<file path="config.mk">
export PLATFORM = sky130hd
export DESIGN_NAME = lcd_frame_arbiter
export DESIGN_NICKNAME = d
export VERILOG_FILES = /design/src/rtl/lcd_frame_arbiter.sv
export SDC_FILE = /design/constraint.sdc
export NUM_CORES = 1
export LEC_CHECK = 0
export CORE_MARGIN = 8
export CORE_UTILIZATION = 50
export CTS_BUF_LIST = sky130_fd_sc_hd__clkbuf_4
export CTS_CLUSTER_DIAMETER = 60
export DETAILED_ROUTE_END_ITERATION = 10
export DONT_BUFFER_PORTS = 1
export HOLD_SLACK_MARGIN = 0.06
export SYNTH_ARGS = -nofsm -noshare
export SYNTH_HDL_FRONTEND = slang
export SYNTH_SLANG_ARGS = --single-unit
</file>
<file path="constraint.sdc">
create_clock -name clk -period 2.4 [get_ports clk]
set_input_delay 0.48 -clock clk [delete_from_list [all_inputs] [get_ports clk]]
set_output_delay 0.48 -clock clk [all_outputs]
set_load 0.1 [all_outputs]
</file>
<file path="src/rtl/lcd_frame_arbiter.sv">
// ---------------------------------------------------------------------------
// lcd_frame_arbiter
//
// Shares the single LCD character-buffer write port between two frame
// sources (e.g. measurement readout and settings menu). A granted source
// has its whole frame of NCHAR characters fetched by address and written
// into the LCD buffer. A repaint is then triggered, and the arbiter waits
// for the LCD busy cycle to end before it serves another request.
// Arbitration is round-robin on ties.
//
// Ports
//   clk          in   system clock
//   reset        in   synchronous, active-high reset
//   req[1:0]     in   level-sensitive frame request per source
//   gnt[1:0]     out  one-hot grant, held for the whole frame
//   done[1:0]    out  one-cycle pulse to the served source at frame end
//   rd_addr[4:0] out  character index requested from the granted source
//   rd_en        out  rd_addr valid this cycle
//   rd_data0[7:0] in  source 0 character, valid one cycle after rd_en
//   rd_data1[7:0] in  source 1 character, valid one cycle after rd_en
//   lcd_dat[7:0] out  character to the LCD buffer
//   lcd_addr[4:0] out LCD buffer address
//   lcd_we       out  LCD buffer write strobe
//   lcd_repaint  out  one-cycle repaint pulse
//   lcd_busy     in   LCD controller busy
// ---------------------------------------------------------------------------
module lcd_frame_arbiter #(
    parameter int NCHAR   = 32,
    parameter int RISE_TO = 15
) (
    input  logic       clk,
    input  logic       reset,
    input  logic [1:0] req,
    output logic [1:0] gnt,
    output logic [1:0] done,
    output logic [4:0] rd_addr,
    output logic       rd_en,
    input  logic [7:0] rd_data0,
    input  logic [7:0] rd_data1,
    output logic [7:0] lcd_dat,
    output logic [4:0] lcd_addr,
    output logic       lcd_we,
    output logic       lcd_repaint,
    input  logic       lcd_busy
);

    localparam int              TMO_W     = $clog2(RISE_TO + 1);
    localparam logic [4:0]       LAST_ADDR = 5'(NCHAR - 1);
    localparam logic [TMO_W-1:0] TMO_MAX   = TMO_W'(RISE_TO);

    typedef enum logic [2:0] {
        S_IDLE,
        S_FETCH,
        S_FLUSH,
        S_REPAINT,
        S_WAIT_RISE,
        S_WAIT_FALL,
        S_DONE
    } state_e;

    state_e           state_q, state_d;
    logic [1:0]       gnt_q,   gnt_d;
    logic             last_q,  last_d;   // index of the source served last
    logic [4:0]       cnt_q,   cnt_d;    // fetch address counter
    logic [TMO_W-1:0] tmo_q,   tmo_d;    // busy-rise timeout counter
    logic             we_q;              // rd_en delayed by one cycle
    logic [4:0]       waddr_q;           // rd_addr delayed by one cycle
    logic [1:0]       pick;

    // Round-robin choice: on a tie, serve the source not served last.
    // A single request is already one-hot.
    assign pick = (req == 2'b11) ? (last_q ? 2'b01 : 2'b10) : req;

    // -----------------------------------------------------------------------
    // State register
    // -----------------------------------------------------------------------
    // NOTE: all state uses non-blocking assignments so every register samples
    // pre-edge values. Reset is synchronous, so it is only tested on the
    // clock edge and is not in the sensitivity list.
    always_ff @(posedge clk) begin
        if (reset) begin
            state_q <= S_IDLE;
            gnt_q   <= 2'b00;
            last_q  <= 1'b1;
            cnt_q   <= '0;
            tmo_q   <= '0;
            we_q    <= 1'b0;
            waddr_q <= '0;
        end else begin
            state_q <= state_d;
            gnt_q   <= gnt_d;
            last_q  <= last_d;
            cnt_q   <= cnt_d;
            tmo_q   <= tmo_d;
            // The write stage trails the fetch stage by exactly one cycle.
            // rd_addr is forced to 0 outside FETCH, so lcd_addr idles at 0.
            we_q    <= rd_en;
            waddr_q <= rd_addr;
        end
    end

    // -----------------------------------------------------------------------
    // Next-state logic
    // -----------------------------------------------------------------------
    // NOTE: every variable gets a hold default before the case statement, so
    // no path through the block leaves one unassigned and no latch is inferred.
    always_comb begin
        state_d = state_q;
        gnt_d   = gnt_q;
        last_d  = last_q;
        cnt_d   = cnt_q;
        tmo_d   = tmo_q;

        unique case (state_q)
            S_IDLE: begin
                if ((|req) && !lcd_busy) begin
                    gnt_d   = pick;
                    cnt_d   = '0;
                    state_d = S_FETCH;
                end
            end
            S_FETCH: begin
                if (cnt_q == LAST_ADDR) begin
                    state_d = S_FLUSH;
                end else begin
                    cnt_d = cnt_q + 5'd1;
                end
            end
            S_FLUSH: begin
                // The last character is written this cycle.
                state_d = S_REPAINT;
            end
            S_REPAINT: begin
                tmo_d   = '0;
                state_d = S_WAIT_RISE;
            end
            S_WAIT_RISE: begin
                // If busy never rises, the controller missed the repaint.
                // Give up after RISE_TO+1 cycles.
                if (lcd_busy) begin
                    state_d = S_WAIT_FALL;
                end else if (tmo_q == TMO_MAX) begin
                    state_d = S_DONE;
                end else begin
                    tmo_d = tmo_q + 1'b1;
                end
            end
            S_WAIT_FALL: begin
                if (!lcd_busy) begin
                    state_d = S_DONE;
                end
            end
            S_DONE: begin
                last_d  = gnt_q[1];
                gnt_d   = 2'b00;
                state_d = S_IDLE;
            end
            default: begin
                state_d = S_IDLE;
            end
        endcase
    end

    // -----------------------------------------------------------------------
    // Outputs
    // -----------------------------------------------------------------------
    always_comb begin
        gnt         = gnt_q;
        rd_en       = (state_q == S_FETCH);
        rd_addr     = rd_en ? cnt_q : 5'd0;
        lcd_repaint = (state_q == S_REPAINT);
        done        = (state_q == S_DONE) ? gnt_q : 2'b00;
        lcd_we      = we_q;
        lcd_addr    = waddr_q;
        // Source data arrives one cycle after rd_en. It is passed through
        // unregistered, so it lines up with the delayed address.
        lcd_dat     = 8'h00;
        if (we_q) begin
            lcd_dat = gnt_q[1] ? rd_data1 : rd_data0;
        end
    end

endmodule

</file>
### After elaboration in Yosys (flattened, before gate mapping)

Index checks and enable logic that the tools add are counted.

| storage, ports and cells | value |
|---|---|
| word-level logic and storage cells | 56 |
| register bits | 21 |
| output and inout port bits | 25 |

| operators by class | value |
|---|---|
| muxes and demuxes | 20 |
| reductions and logical operators | 11 |
| $add $sub $neg | 2 |
| equality and inequality tests | 16 |

Operators with widths:

| cell | count |
|---|---|
| $pmux W3 S6 | 1 |
| $mux W8 | 2 |
| $mux W3 | 5 |
| $mux W5 | 3 |
| $ne A2 B2 Y1 const B | 5 |
| $pmux W5 S2 | 1 |
| $eq A3 B3 Y1 const B | 3 |
| $mux W2 | 4 |
| $mux W4 | 2 |
| $pmux W4 S2 | 1 |
| $eq A3 B2 Y1 const B | 2 |
| $reduce_and A3 Y1 | 2 |
| $reduce_bool A2 Y1 | 3 |
| $add A5 B1 Y5 const B | 1 |
| $eq A5 B5 Y1 const B | 1 |
| $add A4 B1 Y4 const B | 1 |
| $eq A4 B4 Y1 const B | 1 |
| $pmux W2 S2 | 1 |
| $reduce_and A4 Y1 | 1 |
| $eq A3 B1 Y1 const B | 1 |
| $logic_not A3 Y1 | 1 |
| $ne A3 B3 Y1 const B | 1 |
| $eq A2 B2 Y1 const B | 1 |
| $ne A2 B1 Y1 const B | 1 |
| other kinds (4) | 4 |

### Depth between registers and ports, before layout

Gate-level depths: netlist of run 1.

| logic depth | value |
|---|---|
| depth in word-level cells | 4 |
| mapped depth | 7 |

### Worst setup path before layout of run 1

No wires, ideal clock.

| timing path | value |
|---|---|
| kind | register to output |
| start | register gnt_q[1], in the netlist gnt[1] |
| end | output lcd_dat[0] |
| arrival | 2760 ps |
| buffers on the path | 1 |
| stages on the path, launching flop included | 4 |
| setup slack | -840 ps |
| cells stage by stage | dfxtp_1 buf_2 mux2i_1 nor2b_1 |

| between the ends | value |
|---|---|
| word-level cells in the longest chain between the ends | 2 |

RTL lines:

| what | RTL line | source |
|---|---|---|
| start, declared | 62 | `logic [1:0] gnt_q, gnt_d;` |
| start signal, assigned | 91 | `gnt_q <= gnt_d;` |
| $mux W8 | 179 | `lcd_dat = gnt_q[1] ? rd_data1 : rd_data0;` |
| $mux W8 | 178 | `if (we_q) begin` |
| end, declared | 40 | `output logic [7:0] lcd_dat,` |

No other way between the ends.

### Worst setup path in the final report of run 1

| timing path | value |
|---|---|
| start | register state_q[1] |
| end | output lcd_repaint |

| between the ends | value |
|---|---|
| word-level cells in the longest chain between the ends | 1 |

RTL lines:

| what | RTL line | source |
|---|---|---|
| start, declared | 61 | `state_e state_q, state_d;` |
| start signal, assigned | 90 | `state_q <= state_d;` |
| $eq A3 B2 Y1 | 171 | `lcd_repaint = (state_q == S_REPAINT);` |
| end, declared | 43 | `output logic lcd_repaint,` |

No other way between the ends.

==> flow_metrics.py, run 1 <==
metrics = {
    "placed_design": {
        "dpl_worst_slack_ns": 0.5494,
        "dp.cells": 166,
        "post_dp_cell_area_mm2": 0.001559,
        "io_buffers": 0,
        "place_congestion": 0.7615,
        "hpwl_um": 2080,
    },
    "power_and_ir_drop": {
        "cellPowerDensity_mw_per_mm2": 822.7,
        "vdd_ir_drop_max_mv": 0.7698,
        "p_int_uw": 688.1,
        "seqPwrFrac": 0.344,
        "comb_power_share": 0.519,
        "pwr-share-clk": 0.137,
        "p_sw_uw": 619.2,
        "switching_share": 0.4736,
        "p_leak_uw": 0.0006374,
    },
    "synth": {
        "yosys_warnings": 0,
        "synthTopCellsByArea": "dfxtp_1 (37%), mux2i_1 (8.9%), and2_1 (5.5%)",
        "synth_top_area_frac": 0.3721,
        "ys_ff_latch": 21,
        "yosysTopAreaCell": "dfxtp_1",
        "yosysSeqAreaShare": 0.3721,
        "netlist_area_mm2": 0.001130,
        "async_flop_share": 0,
        "ys.flop_type": "dfxtp_1",
        "synthCells": 119,
        "syn_avg_cell_area_um2": 9.494,
        "synth.distinct_cells": 38,
        "synthesis.nets": 143,
        "synth-edff-count": 0,
    },
    "setup_path": {
        "cp_slowest_stage_delay_ns": 0.70,
        "crit_chain": "nand3b_1 -> inv_1",
        "required_ns": 1.92,
        "cp-end-kind": "output pin",
        "critPathBufInv": 1,
        "worstPathArrival_ns": 1.73,
        "cpLargestDelayFamily": "buffers and inverters",
        "path_max_fanout": 12,
        "critPathLaunchType": "flip-flop",
        "path_class": "flip-flop to output pin",
        "slowest_stage": "inv_1",
    },
    "sta": {
        "whs_ns": 0.2152,
        "fmax_ghz": 0.4534,
        "setup_ws_ns": 0.1944,
        "hold_viol": 0,
        "worstMarginPinSlew_ns": 0.8933,
        "slew_viol_final": 0,
        "min_period_ns": 2.206,
        "finClkSkew_ns": 0.004635,
        "period_share": 0.9190,
        "setup_viol": 0,
        "slew_headroom": 0.4038,
        "rsz0062_at_grt": "no",
    },
    "routing": {
        "ant_nets": 0,
        "drt_first_pass_iters": 4,
        "num_vias": 932,
        "viasPerCell": 5.482,
        "drcViolationCount": 0,
        "initialDrtViolationCount": 25,
        "wl_per_cell_um": 15.31,
        "wl_um": 2603,
    },
    "grt": {
        "grt_usage": 0.1356,
        "antenna_found_initial": 0,
        "grt_max_degree": 17,
        "grt_pass1_wl_um": 4381,
        "overflow": 0,
        "grt_pass1_vias": 940,
    },
    "floorplanning": {
        "row_count": 17,
        "die_x_um": 63.54,
        "core-area_mm2": 0.002170,
        "die_area_mm2": 0.004037,
        "dieHeight_um": 63.54,
        "initial_core_util": 0.5208,
        "io_pins": 46,
    },
    "clock_network": {
        "cts_resized": 0,
        "clk_latency_ns": 0.31,
        "cts_tree": "built",
        "numCtsBuffers": 3,
        "cts-htree-levels": 1,
        "root_buffer": "clkbuf_4",
        "clock_path_buffers": 2,
        "holdBufCountCts": 0,
        "post-cts-setup-buffers": 0,
        "cts_num_sinks": 21,
        "clk_pin_slew_worst_paths_ns": 0.12,
    },
    "final_layout": {
        "nets": 167,
        "stdcell_count": 170,
        "multi_input_area_um2": 738.2,
        "seqCellArea_um2": 422.9,
        "area_growth_pct": 40.64,
        "fin_area_mm2": 0.001589,
        "drive_above_1_share": 0.3592,
        "final.fill_count": 171,
        "final_core_util": 0.7324,
        "num_antenna_cells": 0,
    },
    "min_path": {
        "holdCritPathClass": "input port to flip-flop",
    },
    "job": {
        "maxCapViolations": 0,
    },
    "run_status": {
        "status": "complete, no violations",
    },
}
==> cell families after synthesis <==
group / share of synthesized area
xor gates and xnor gates: 0.03101
adders and majority gates: 0.03323
buffers and inverters: 0.03544
and+or+nand+nor: 0.3344
DFF: 0.3721
AOI/OAI and AO/OA: 0.09524
muxes: 0.09856
==> power groups by stage <==
| stage | Combinational [µW] | Clock, µW | Sequential [µW] |
|---|---|---|---|
| 2_1_floorplan | 474 | 0 | 507 |
| 3_3_place_gp | 675 | 0 | 453 |
| 3_5_place_dp | 682 | 0 | 457 |
| 4_1_cts | 684 | 187 | 450 |
| 5_1_grt | 711 | 203 | 461 |
| 6_report | 679 | 179 | 449 |
==> stage by stage <==
stage	TNS [ns]	power [µW]
2_1_floorplan	-0.4322	981.2
3_3_place_gp	0	1128
3_5_place_dp	0	1139
4_1_cts	0	1322
5_1_grt	0	1375
6_report	0	1307
==> Yosys cell counts (2+ instances only) <==
master / number
dfxtp_1: 21
and2_1: 10
mux2i_1: 10
nor2b_1: 10
nor2_1: 8
and3_1: 5
a21oi_1: 4
nand2_1: 4
nand3_1: 4
ha_1: 3
nand4_1: 3
nor3_1: 3
xor2_1: 3
a22oi_1: 2
a31oi_1: 2
buf_2: 2
inv_1: 2
nand2b_1: 2
nand3b_1: 2
==> layout make-up <==
| type | count | area share |
|---|---|---|
| Sequential cell | 21 | 0.2661 |
| Tap cell | 28 | 0.02205 |
| Multi-Input combinational cell | 91 | 0.4646 |
| Clock inverter | 1 | 0.004724 |
| Inverter | 2 | 0.004724 |
| Timing Repair Buffer | 24 | 0.2236 |
| Clock buffer | 3 | 0.01417 |
==> path summary, 6_finish.rpt <==
check | from | end | slack [ns] | cells past startpoint
worst max-delay path | state_q[1] | lcd_repaint | 0.19 | 2
worst min-delay path | reset | cnt_q[3] | 0.22 | 1
worst max register to register | cnt_q[0] | cnt_q[3] | 0.53 | 7
worst min register to register | last_q | last_q | 0.48 | 1
==> registers in the layout, summed over array words and instances (netlist names) <==
register / count
gnt: 2
cnt_q: 5
lcd_addr: 5
last_q: 1
tmo_q: 4
state_q: 3
lcd_we: 1
==> routing by layer <==
metal	GRT usage	part of all wire	wire (µm)	vias to the layer above
li1	-	-	-	460
met1	0.1469	0.42	1083	431
met2	0.2091	0.46	1202	35
met3	0.06360	0.094	245	6
met4	0.08357	0.027	71	0
met5	0	0	0	-
==> worst reg2reg max path, stage by stage (launching register included) <==
cell     delay [ns]
dfxtp_1        0.38
ha_1           0.23
and3_1         0.19
ha_1           0.20
nor4b_4        0.37
nand4_1        0.16
xor2_1         0.19
nor3_2         0.05
==> placed cells by master (no fill, tap or decap), types with 2 or more instances in the layout <==
cell	Yosys	layout
xor2_1	3	3
nor2b_4	0	8
and2_2	0	4
and3_1	5	4
ha_1	3	3
buf_12	0	14
a31oi_1	2	2
nand2_1	4	4
inv_1	2	2
clkbuf_4	0	3
dfxtp_1	21	19
a21oi_1	4	4
nor2_1	8	8
nand3_1	4	4
buf_4	1	10
and2_1	10	5
nor2b_1	10	2
a22oi_1	2	2
dfxtp_2	0	2
nor3_1	3	3
nand2b_1	2	2
mux2i_1	10	10
nand3b_1	2	2
nand4_1	3	3
(Power assumes the default switching activity.)
==> inputs of run 2 (changes only) <==
MAX_ROUTING_LAYER = met4   (was unset)
==> flow_metrics.py, run 2 (synthesized netlist as in run 1, its figures left out) <==
metrics = {
    "run_status": {
        "status": "complete, no violations",
    },
    "placed_design": {
        "dp.cells": 166,
        "place_congestion": 0.7716,
        "io_buffers": 0,
        "hpwl_um": 2080,
    },
    "grt": {
        "grt_usage": 0.1388,
        "grt_pass1_wl_um": 4374,
        "grt_max_degree": 17,
        "overflow": 0,
        "grt_pass1_vias": 943,
        "antenna_found_initial": 0,
    },
    "floorplanning": {
        "initial_core_util": 0.5208,
        "die_x_um": 63.54,
        "row_count": 17,
        "io_pins": 46,
        "dieHeight_um": 63.54,
        "die_area_mm2": 0.004037,
        "core-area_mm2": 0.002170,
    },
    "sta": {
        "slew_viol_final": 0,
        "finClkSkew_ns": 0.004828,
        "min_period_ns": 2.205,
        "final.setup.tns_ns": 0,
        "fmax_ghz": 0.4535,
        "worstMarginPinSlew_ns": 0.8902,
        "hold_viol": 0,
        "rsz0062_at_grt": "no",
        "setup_viol": 0,
        "slew_headroom": 0.4059,
        "period_share": 0.9187,
    },
    "setup_path": {
        "slowest_stage": "inv_1",
        "crit_chain": "nand3b_1 -> inv_1",
        "path_max_fanout": 12,
        "cp-endpoint": "lcd_repaint",
        "r2r-start": "cnt_q[0]",
        "reg2reg_to": "cnt_q[3]",
        "critPathLaunchType": "flip-flop",
        "reg2reg_depth": 7,
        "worstPathArrival_ns": 1.72,
        "critPathLaunch": "state_q[1]",
        "cp-end-kind": "output pin",
        "required_ns": 1.92,
        "path_class": "flip-flop to output pin",
        "reg2reg_slack_ns": 0.52,
        "cp_slowest_stage_delay_ns": 0.70,
    },
    "routing": {
        "initialDrtViolationCount": 30,
        "wl_per_cell_um": 15.28,
        "viasPerCell": 5.488,
        "drcViolationCount": 0,
        "ant_nets": 0,
        "wl_um": 2598,
        "num_vias": 933,
        "drt_first_pass_iters": 4,
    },
    "final_layout": {
        "drive_above_1_share": 0.3592,
        "nets": 167,
        "mostFrequentLayoutCell": "dfxtp_1",
        "final.fill_count": 171,
        "layout_common_cells": "dfxtp_1 (19), buf_12 (14), mux2i_1 (10), buf_4 (10)",
        "num_antenna_cells": 0,
        "area_growth_pct": 40.64,
        "stdcell_count": 170,
    },
    "clock_network": {
        "cts_tree": "built",
        "clock_path_buffers": 2,
        "clk_latency_ns": 0.32,
        "cts_num_sinks": 21,
        "post-cts-setup-buffers": 0,
        "root_buffer": "clkbuf_4",
        "numCtsBuffers": 3,
        "cts_resized": 0,
        "holdBufCountCts": 0,
        "clk_pin_slew_worst_paths_ns": 0.12,
        "cts-htree-levels": 1,
    },
    "power_and_ir_drop": {
        "cellPowerDensity_mw_per_mm2": 824.6,
        "vdd_ir_drop_max_mv": 0.7713,
        "p_leak_uw": 0.0006374,
    },
    "job": {
        "maxCapViolations": 0,
    },
    "min_path": {
        "holdCritPathClass": "input port to flip-flop",
    },
}
run 2: cell counts in the layout (fill, tap and decap cells not counted):
Identical to the previous run, type by type.
run 2: worst max-delay path, delay by kind of cell, from the launching register on:
kind | cells | cell delay, ns
AND/OR/NAND/NOR | 1 | 0.19
buffers and inverters | 1 | 0.70
flip-flops | 1 | 0.52
run 2: per-layer routing:
metal,wire (µm),GRT usage,part of all wire,vias to the layer above
met1,1057,0.1469,0.41,427
met3,262,0.06184,0.10,6
met2,1207,0.2091,0.46,39
li1,-,-,-,461
met5,0,-,0,-
met4,71,0.08357,0.027,0
run 2: worst min path at each step:
stage               slack (ns)    from    endpoint  cells past startpoint
floorplan                 0.44  last_q      last_q                      1
global placement          0.45  last_q      last_q                      1
detailed placement        0.45  last_q      last_q                      1
CTS                       0.20   reset    cnt_q[3]                      1
global route              0.18   reset    cnt_q[1]                      1
finish                    0.21   reset  state_q[2]                      1
run 2: layout make-up:
class	instances	area [µm²]	share of cell area
clock inverter	1	7.507	0.004724
tap	28	35.03	0.02205
inverter	2	7.507	0.004724
clock buffer	3	22.52	0.01417
sequential	21	422.9	0.2661
multi-input combinational	91	738.2	0.4646
timing repair buffer	24	355.3	0.2236
run 2: metrics by stage:
stage	hold WS [ns]	worst slack, ns	utilization	area, µm²	total power [µW]
2_1_floorplan	0.4353	-0.1080	-	1207	981.2
3_3_place_gp	0.4494	0.5633	0.7186	1559	1128
3_5_place_dp	0.4490	0.5494	0.7186	1559	1139
4_1_cts	0.2002	0.1794	0.7324	1589	1322
5_1_grt	0.1816	0.03590	0.7324	1589	1375
6_report	0.2136	0.1951	0.7324	1589	1310
run 2: report_power, final:
part           internal [µW]  total (µW)  switching, µW  leakage (µW)
sequential               382         450           67.6      0.000171
combinational            242         680            437      0.000452
clock                   63.7         181            117     0.0000139
total                    688        1310            622      0.000637
==> inputs of run 3 (changes only) <==
CORE_UTILIZATION = 45   (was 50)
==> flow_metrics.py, run 3 (synthesized netlist as in run 1, its figures left out) <==
metrics = {
    "placed_design": {
        "post_dp_cell_area_mm2": 0.001562,
        "dp.cells": 168,
        "dpl_worst_slack_ns": 0.5262,
        "place_congestion": 0.7899,
        "hpwl_um": 2043,
        "io_buffers": 0,
    },
    "sta": {
        "rsz0062_at_grt": "no",
        "fmax_ghz": 0.4502,
        "slew_headroom": 0.4003,
        "worstMarginPinSlew_ns": 0.8985,
        "min_period_ns": 2.221,
        "period_share": 0.9254,
        "slew_viol_final": 0,
        "finClkSkew_ns": 0.003992,
        "setup_ws_ns": 0.1790,
        "setup_viol": 0,
        "hold_viol": 0,
        "final.setup.tns_ns": 0,
    },
    "floorplanning": {
        "core-area_mm2": 0.002432,
        "io_pins": 46,
        "row_count": 18,
        "die_x_um": 66.11,
        "initial_core_util": 0.4645,
        "dieHeight_um": 66.11,
        "die_area_mm2": 0.004370,
    },
    "routing": {
        "wl_um": 2532,
        "ant_nets": 0,
        "num_vias": 903,
        "initialDrtViolationCount": 18,
        "drcViolationCount": 0,
        "wl_per_cell_um": 14.72,
        "viasPerCell": 5.250,
        "drt_first_pass_iters": 4,
    },
    "final_layout": {
        "drive_above_1_share": 0.3592,
        "area_growth_pct": 40.86,
        "final.fill_count": 225,
        "num_antenna_cells": 0,
        "multi_input_area_um2": 738.2,
        "fin_area_mm2": 0.001592,
        "seqCellArea_um2": 422.9,
        "stdcell_count": 172,
        "mostFrequentLayoutCell": "dfxtp_1",
        "layout_common_cells": "dfxtp_1 (19), buf_12 (14), mux2i_1 (10), buf_4 (10)",
        "nets": 167,
    },
    "run_status": {
        "status": "complete, no violations",
    },
    "clock_network": {
        "root_buffer": "clkbuf_4",
        "clock_path_buffers": 2,
        "post-cts-setup-buffers": 0,
        "cts_resized": 0,
        "numCtsBuffers": 3,
        "holdBufCountCts": 0,
        "clk_latency_ns": 0.31,
        "clk_pin_slew_worst_paths_ns": 0.13,
        "cts-htree-levels": 1,
        "cts_num_sinks": 21,
        "cts_tree": "built",
    },
    "power_and_ir_drop": {
        "cellPowerDensity_mw_per_mm2": 820.7,
        "vdd_ir_drop_max_mv": 0.5321,
        "p_leak_uw": 0.0006374,
    },
    "setup_path": {
        "path_max_fanout": 12,
        "reg2reg_slack_ns": 0.57,
        "slowest_stage": "inv_1",
        "critPathLaunchType": "flip-flop",
        "r2r-start": "cnt_q[0]",
        "path_class": "flip-flop to output pin",
        "crit_chain": "nand3b_1 -> inv_1",
        "cp-end-kind": "output pin",
        "required_ns": 1.92,
        "cp_slowest_stage_delay_ns": 0.70,
        "critPathLaunch": "state_q[1]",
        "worstPathArrival_ns": 1.74,
    },
    "min_path": {
        "worstHoldStart": "reset",
        "holdCritPathClass": "input port to flip-flop",
    },
    "grt": {
        "antenna_found_initial": 0,
        "grt_pass1_vias": 916,
        "grt_usage": 0.1205,
        "grt_pass1_wl_um": 4112,
        "overflow": 0,
        "grt_max_degree": 17,
    },
    "job": {
        "maxCapViolations": 0,
    },
}
## run 3: critical path: cells and delay by family (launching register included)
kind          cells  cell delay (ns)
buf+inv           1             0.70
flops             1             0.53
simple gates      1             0.20
## run 3: per-stage QoR
stage	utilization	hold WS, ns	total power, µW
after floorplan	-	0.4353	981.2
after global placement	0.6420	0.4429	1129
after detailed placement	0.6420	0.4703	1137
after CTS	0.6543	0.2050	1318
after global routing	0.6543	0.1989	1370
final	0.6543	0.2123	1306
## run 3: worst paths after layout
path                 endpoint  cells past startpoint
setup reg to reg     cnt_q[3]                      7
setup / recovery  lcd_repaint                      2
hold reg to reg      tmo_q[1]                      2
hold / removal       tmo_q[1]                      1
## run 3: cell type report
type / count / share of cell area
Multi-Input combinational cell: 91 / 0.4638
Sequential cell: 21 / 0.2657
Clock inverter: 1 / 0.004717
Timing Repair Buffer: 24 / 0.2233
Clock buffer: 3 / 0.01415
Tap cell: 30 / 0.02358
Inverter: 2 / 0.004717
## run 3: where the power goes
group          total (µW)  switching [µW]  leakage [µW]  internal (µW)
registers             448            65.5      0.000171            382
clock network         182             118     0.0000139           63.6
logic                 677             434      0.000452            243
## run 3: layer usage
| metal | GRT usage | wire, µm | up-vias |
|---|---|---|---|
| met5 | - | 0 | - |
| met1 | 0.1235 | 986 | 411 |
| met4 | 0.04000 | 36 | 0 |
| met2 | 0.2063 | 1280 | 24 |
| met3 | 0.04576 | 228 | 4 |
| li1 | - | - | 464 |
